[src/rtl/heightdiv_pkg.sv]
// heightdiv_pkg: shared types and helpers for the heightdiv_n fan-out/fan-in block.
package heightdiv_pkg;

    typedef enum logic [1:0] {
        ST_IDLE    = 2'd0,
        ST_ISSUE   = 2'd1,
        ST_COLLECT = 2'd2,
        ST_REPLY   = 2'd3
    } state_t;

    // Widest amplitude the saturate helper can handle; callers cast the result down.
    localparam int SAT_W = 128;

    // Branch-select field width: clog2 of the channel count, never below one bit.
    function automatic int calc_cw(input int nch);
        return (nch <= 2) ? 1 : $clog2(nch);
    endfunction

    // Clamp a signed value into the signed range of amp_w bits.
    function automatic logic signed [SAT_W-1:0] saturate(input logic signed [SAT_W-1:0] v,
                                                         input int amp_w);
        logic signed [SAT_W-1:0] one;
        logic signed [SAT_W-1:0] hi;
        logic signed [SAT_W-1:0] lo;
        one = SAT_W'(1);
        hi  = (one <<< (amp_w - 1)) - one;
        lo  = -(one <<< (amp_w - 1));
        if (v > hi) return hi;
        if (v < lo) return lo;
        return v;
    endfunction

endpackage

[src/rtl/heightdiv_n_amp_accum.sv]
// amp_accum: masked multi-channel reply adder with received mask and saturated result.
// Only the first reply per channel is summed; repeats are flagged through dup.
module amp_accum #(
    parameter int NCH   = 2,
    parameter int AMPSZ = 32
) (
    input  logic                 clk,
    input  logic                 rst,
    input  logic                 clear,
    input  logic                 enable,
    input  logic [NCH*AMPSZ-1:0] rply_data,
    input  logic [NCH-1:0]       rply_valid,
    output logic                 all_rcvd,
    output logic                 dup,
    output logic [AMPSZ-1:0]     sat_sum
);
    import heightdiv_pkg::*;

    localparam int CW   = calc_cw(NCH);
    localparam int ACCW = AMPSZ + CW;

    logic [NCH-1:0]         mask_q;
    logic signed [ACCW-1:0] acc_q;
    logic [NCH-1:0]         fresh;
    logic signed [ACCW-1:0] inc;

    // Sum all first-time replies of this cycle, each sign-extended to the accumulator width.
    always_comb begin
        fresh = enable ? (rply_valid & ~mask_q) : '0;
        inc   = '0;
        for (int i = 0; i < NCH; i++) begin
            if (fresh[i]) begin
                inc = inc + {{CW{rply_data[i*AMPSZ + AMPSZ - 1]}}, rply_data[i*AMPSZ +: AMPSZ]};
            end
        end
    end

    assign all_rcvd = &(mask_q | fresh);
    assign dup      = enable && (|(rply_valid & mask_q));
    assign sat_sum  = AMPSZ'(saturate(SAT_W'(acc_q), AMPSZ));

    // Accumulator and received mask; cleared when a new workunit is accepted.
    always_ff @(posedge clk or negedge rst) begin
        if (!rst) begin
            mask_q <= '0;
            acc_q  <= '0;
        end else if (clear) begin
            mask_q <= '0;
            acc_q  <= '0;
        end else if (enable) begin
            mask_q <= mask_q | fresh;
            acc_q  <= acc_q + inc;
        end
    end

endmodule

[src/rtl/heightdiv_n.sv]
// heightdiv_n: splits one workunit across NCH channels and returns the saturated sum
// of their amplitude replies. Define HEIGHTDIV_N_TIMEOUT_EN to enable the COLLECT watchdog.
//
// state      | meaning
// -----------+---------------------------------------------------------
// ST_IDLE    | ready for a workunit (ready held low the first cycle after reset)
// ST_ISSUE   | one-cycle broadcast of per-channel workunits
// ST_COLLECT | summing replies until every channel answered (or watchdog fires)
// ST_REPLY   | one-cycle saturated reply upstream
module heightdiv_n #(
    parameter int NCH     = 2,
    parameter int WUSZ    = 64,
    parameter int AMPSZ   = 32,
    parameter int SEL_LSB = 0,
    parameter int TIMEOUT = 1024
) (
    input  logic                 clk,
    input  logic                 rst,
    input  logic [WUSZ-1:0]      upstream_req,
    input  logic                 upstream_req_valid,
    output logic                 upstream_req_ready,
    output logic [AMPSZ-1:0]     upstream_rply,
    output logic                 upstream_rply_valid,
    output logic [NCH*WUSZ-1:0]  downstream_req,
    output logic [NCH-1:0]       downstream_req_valid,
    input  logic [NCH*AMPSZ-1:0] downstream_rply,
    input  logic [NCH-1:0]       downstream_rply_valid,
    output logic                 busy,
    output logic                 err,
    output logic                 timed_out
);
    import heightdiv_pkg::*;

    localparam int CW = calc_cw(NCH);

    if (NCH < 2 || NCH > 8 || TIMEOUT < 1) begin : g_param_check
        $error("heightdiv_n: NCH must be 2..8 and TIMEOUT must be positive");
    end

    state_t          state_q;
    logic [WUSZ-1:0] wu_q;
    logic            ds_valid_q;
    logic            rply_valid_q;
    logic            ready_q;
    logic            err_q;
    logic            accept;
    logic            acc_en;
    logic            all_rcvd;
    logic            dup;
    logic            stray;
    logic            timeout_hit;
    logic [AMPSZ-1:0] sat_sum;

    assign accept = (state_q == ST_IDLE) && ready_q && upstream_req_valid;
    assign acc_en = (state_q == ST_COLLECT);
    assign stray  = (state_q != ST_COLLECT) && (|downstream_rply_valid);

    amp_accum #(.NCH(NCH), .AMPSZ(AMPSZ)) u_accum (
        .clk        (clk),
        .rst        (rst),
        .clear      (accept),
        .enable     (acc_en),
        .rply_data  (downstream_rply),
        .rply_valid (downstream_rply_valid),
        .all_rcvd   (all_rcvd),
        .dup        (dup),
        .sat_sum    (sat_sum)
    );

`ifdef HEIGHTDIV_N_TIMEOUT_EN
    localparam int TW = $clog2(TIMEOUT + 1);
    logic [TW-1:0] wd_cnt_q;
    logic          to_q;

    assign timeout_hit = (state_q == ST_COLLECT) && (wd_cnt_q == TW'(TIMEOUT));
    assign timed_out   = to_q;

    // Watchdog: zeroed in ISSUE so it reads 0 on COLLECT entry, then counts COLLECT cycles.
    always_ff @(posedge clk or negedge rst) begin
        if (!rst) begin
            wd_cnt_q <= '0;
            to_q     <= 1'b0;
        end else begin
            if (state_q == ST_ISSUE) begin
                wd_cnt_q <= '0;
            end else if ((state_q == ST_COLLECT) && !timeout_hit) begin
                wd_cnt_q <= wd_cnt_q + 1'b1;
            end
            if (timeout_hit && !all_rcvd) begin
                to_q <= 1'b1;
            end
        end
    end
`else
    assign timeout_hit = 1'b0;
    assign timed_out   = 1'b0;
`endif

    // Control FSM with registered handshake outputs and sticky protocol error.
    always_ff @(posedge clk or negedge rst) begin
        if (!rst) begin
            state_q      <= ST_IDLE;
            wu_q         <= '0;
            ds_valid_q   <= 1'b0;
            rply_valid_q <= 1'b0;
            ready_q      <= 1'b0;
            err_q        <= 1'b0;
        end else begin
            ds_valid_q   <= 1'b0;
            rply_valid_q <= 1'b0;
            case (state_q)
                ST_IDLE: begin
                    if (accept) begin
                        wu_q       <= upstream_req;
                        ds_valid_q <= 1'b1;
                        ready_q    <= 1'b0;
                        state_q    <= ST_ISSUE;
                    end else begin
                        ready_q <= 1'b1;
                    end
                end
                ST_ISSUE: begin
                    state_q <= ST_COLLECT;
                end
                ST_COLLECT: begin
                    if (all_rcvd || timeout_hit) begin
                        rply_valid_q <= 1'b1;
                        state_q      <= ST_REPLY;
                    end
                end
                default: begin
                    ready_q <= 1'b1;
                    state_q <= ST_IDLE;
                end
            endcase
            if (dup || stray) begin
                err_q <= 1'b1;
            end
        end
    end

    // Per-channel workunit: latched workunit with the select field replaced by the channel index.
    always_comb begin
        downstream_req = '0;
        if (ds_valid_q) begin
            for (int i = 0; i < NCH; i++) begin
                downstream_req[i*WUSZ +: WUSZ]           = wu_q;
                downstream_req[i*WUSZ + SEL_LSB +: CW]   = CW'(i);
            end
        end
    end

    assign downstream_req_valid = {NCH{ds_valid_q}};
    assign upstream_req_ready   = ready_q;
    assign upstream_rply_valid  = rply_valid_q;
    assign upstream_rply        = rply_valid_q ? sat_sum : '0;
    assign busy                 = (state_q != ST_IDLE);
    assign err                  = err_q;

endmodule

[config.mk]
export PLATFORM = sky130hd
export DESIGN_NAME = heightdiv_n
export DESIGN_NICKNAME = d
export VERILOG_FILES = /design/src/rtl/heightdiv_pkg.sv /design/src/rtl/heightdiv_n_amp_accum.sv /design/src/rtl/heightdiv_n.sv
export SDC_FILE = /design/constraint.sdc
export NUM_CORES = 1
export LEC_CHECK = 0
export CAP_MARGIN = 20
export CORE_MARGIN = 2
export CORE_UTILIZATION = 49
export CTS_BUF_LIST = sky130_fd_sc_hd__clkbuf_16
export CTS_CLUSTER_DIAMETER = 60
export DETAILED_ROUTE_END_ITERATION = 10
export PLACE_DENSITY = 0.85
export SETUP_SLACK_MARGIN = 0.4
export SLEW_MARGIN = 25
export SYNTH_ARGS = -nofsm -noshare
export SYNTH_HDL_FRONTEND = slang
export SYNTH_HIERARCHICAL = 1
export SYNTH_SLANG_ARGS = --single-unit
[constraint.sdc]
create_clock -name clk -period 8.45 [get_ports clk]
set_input_delay 2.535 -clock clk [delete_from_list [all_inputs] [get_ports clk]]
set_output_delay 2.535 -clock clk [all_outputs]
set_load 0.05 [all_outputs]
==> summary.md <==
| Metric | Value |
|---|---|
| Reg area | `roughly 2600 um^2` |
| WP data required | `8.68 ns` |
| Share of cells above drive strength 1 | `about 11%` |
| Post-route DRC | `0` |
| Nets | `1,505` |
| Critical-path cell list | `clkdlybuf4s50_1 -> and3b_2 -> buf_4 -> and2_1 -> ha_1 -> a21o_1 -> a21o_1 -> a221oi_1 -> nor2b_1 -> a211o_1 -> o21a_1 -> o31a_1 -> o21a_1 -> o21a_1 -> o31ai_2 -> ha_1 -> a21o_1 -> a21oi_1 -> o31ai_4 -> a41oi_2 -> o21ai_2 -> mux2i_1 -> a211oi_2 -> mux2_1` |
| Post-DP HPWL | `roughly 21,000 um` |
| Post-synth EDFFs | `0` |
| Detail Route Antenna Nets | `0` |
| Grt total ovfl | `0` |
| Synth top area cells | `dfrtp_1 27%, and2_1 8.0%, ha_1 7.7%` |
| Clock sink total | `104` |
| Hold Crit Class | `flop to flop` |
| Most frequent cells in the layout | `295 x clkdlybuf4s50_1, 126 x and2_1, 103 x dfrtp_1` |
| Largest delay contributor family on the critical path | `compound AO/OA/AOI/OAI gates` |
| Area leader, netlist | `dfrtp_1` |
| Pre-CTS setup slack | `0.0825 ns` |
| Commonest non-fill, non-tap cell in the layout | `clkdlybuf4s50_1` |
| Actual slew at the worst max-slew pin | `0.910 ns` |
| Area fraction in compound gates after synthesis | `16.6%` |
| Die ar. | `21,200 um^2` |
| Static Leak | `between 5 and 6 nW` |
| Clk_lat worst skew | `about 0.35 ns` |
| Post-synth top area share | `26.5%` |
| Fillers | `1,578` |
| Initial antenna violation count | `2` |
| Initial DRC count | `420` |
| H-tree Lvls | `3` |
| CTS Buffer Depth | `2` |
| CP Launch Type | `primary input` |
| Core area | `19,500 um^2` |
| Area growth from synthesis to layout | `31.8%` |
| CP max stage delay | `0.46 ns` |
| Final-report hold violation count | `0` |
| Multi-input gate area | `between 6000 and 7000 um^2` |
| Setup TNS | `0 ns` |
| Post-synth top flop | `dfrtp_1` |
| Mux contribution to synthesized area | `11.7%` |
| Largest net degree at the start of global routing | `66` |
| Initial Utilization | `around half` |
| Syn avg cell area | `8.95 um^2` |
| Hold buffers post-CTS | `0` |
| Syn Std Cell Area | `just under 10,000 um^2` |
| YS warnings | `6` |
| Post-Route Skew | `0.0122 ns` |
| Drt pass-1 iters | `5` |
| Final WL | `between 20,000 and 30,000 um` |
| Max-slew violation count | `0` |
| Combinational family with the most area after synthesis | `simple AND/OR/NAND/NOR gates` |
| Final Setup Violations | `0` |
| Peak VDD IR | `0.116 mV` |
| Max-slew headroom | `39.0%` |
| Hold slack | `0.483 ns` |
| CTS buffer count | `9` |
| Status | `finished, final reports clean` |
| PnR worst setup slack | `0.611 ns` |
| Sequential share of the synthesized area | `26.5%` |
| Die height | `145 um` |
| Clock tree root driver cell | `clkbuf_16` |
| Fmax | `about 0.13 GHz` |
| WP buf/inv | `2` |
| Synth Area in XOR/XNOR | `5.99%` |
| DR vias | `between 8,000 and 9,000` |
| Pwr/cell area | `283 nW/um^2` |
| Routability cong. | `0.895` |
| Mapped Cells | `1,095` |
| Ports | `300` |
| Avg WL per Cell | `16.4 um` |
| Critical Path Sink Type | `flop` |
| I/O Buffers | `296` |
| GRT Overall Usage | `23.9%` |
| Critical path class | `primary input to flop` |
| CTS tree | `done` |
| Simple-Gate Fraction of Synth Area | `18.6%` |
| Vias in the first global route | `8,153` |
| Clock transition at the registers of the reported paths | `0.07 ns` |
| Unrepaired setup endpoints after global routing | `true` |
| Crit path arrival time | `8.07 ns` |
| Total power | `3.66 mW` |
| Yosys reg bits | `104` |
| Crit share post-route | `between 90% and 100%` |
| Slowest cell on crit path | `clkdlybuf4s50_1` |
| Post-synthesis adder-cell area fraction | `11.5%` |
| Die X | `145 um` |
| Netlist cell types | `76` |
| Max-Cap Viols | `0` |
| CP Max Fanout | `6` |
| Global-route wire length before repair | `41,700 um` |
| Ys async rst share | `100%` |
| Vias per cell | `~5.5` |
| Min cycle time layout | `7.84 ns` |
| Row count | `51` |
-- repair_timing --
item                                    in CTS  in global routing
buffers inserted                             0                  2
endpoints found under the setup margin       0                  5
resized for setup                            0                  7
-- kinds of logic (layout without fill, tap and decap cells) --
kind of cell | after synthesis | in the layout
compound gates | 245 | 245
fa+ha+maj | 96 | 96
buf+inv | 149 | 367
xor+xnor | 67 | 67
mux | 92 | 92
flops | 104 | 104
other cells | 1 | 4
simple gates | 341 | 341
-- stage by stage --
step / area, um^2 / utilization, % / instances
global route: 12900 / 66.2 / 1581
floorplan: 9810 / - / 1096
finish: 12900 / 66.2 / 1581
global placement: 12500 / 64.3 / 1561
detailed placement: 12600 / 64.3 / 1561
CTS: 12800 / 65.8 / 1576
-- worst paths after layout --
kind	start	to	slack [ns]	cells after the start
max reg2reg	state_q[0]	u_accum/acc_q[32]	2.53	22
max	downstream_rply_valid[0]	u_accum/acc_q[32]	0.61	24
min reg2reg	err	err	0.48	2
max in group asynchronous	rst	wu_q[39]	5.04	2
min in group asynchronous	rst	wu_q[20]	2.18	1
min	err	err	0.48	2
-- where the power goes --
| part | switching, mW | internal (mW) |
|---|---|---|
| sequential | 0.175 | 0.717 |
| combinational | 1.36 | 0.995 |
| clock | 0.187 | 0.230 |
| total | 1.72 | 1.94 |
-- worst min-delay path, cell delays in order, from the launching register on --
cell and delay [ns]:
dfrtp_1 0.35, nor2_1 0.04, o21ai_0 0.06
-- synthesized netlist by cell type, drive strengths merged, types with 3 or more instances --
cell / count
and2: 127
dfrtp: 104
buf: 91
mux2: 68
nand2: 68
nor2: 66
ha: 60
a21oi: 59
o21ai: 54
a21o: 41
clkbuf: 37
xor2: 36
maj3: 34
xnor2: 31
mux2i: 24
inv: 21
nand2b: 19
a211oi: 14
and3: 12
nand3: 10
a31oi: 9
o211ai: 9
o22ai: 9
nor2b: 8
nor3: 8
o21a: 8
nand4: 6
o21bai: 5
a211o: 4
a41oi: 4
o2111ai: 4
o31ai: 4
or2: 3
-- sequential cells by signal, indices dropped and copies added (netlist names) --
signal               cells
ds_valid_q               1
err                      1
state_q                  2
u_accum/acc_q           33
u_accum/mask_q           2
upstream_req_ready       1
upstream_rply_valid      1
wu_q                    63
-- cell type report --
class,instances,share of cell area (%)
multi-input cells,843,49.3
repair buffers,331,25.1
flip-flops and latches,104,20.2
well taps,265,2.57
clock buffers,9,1.74
inverters,21,0.610
clock inverters,6,0.523
diodes,2,0.0387
-- routing by layer --
layer / global-route usage (%) / vias to the layer above / routed length [um]
li1: - / 4224 / -
met1: 30.2 / 4044 / 10800
met2: 42.3 / 309 / 12900
met3: 3.39 / 41 / 1340
met4: 7.70 / 0 / 788
met5: 0 / - / 0
(Power assumes the default switching activity.)
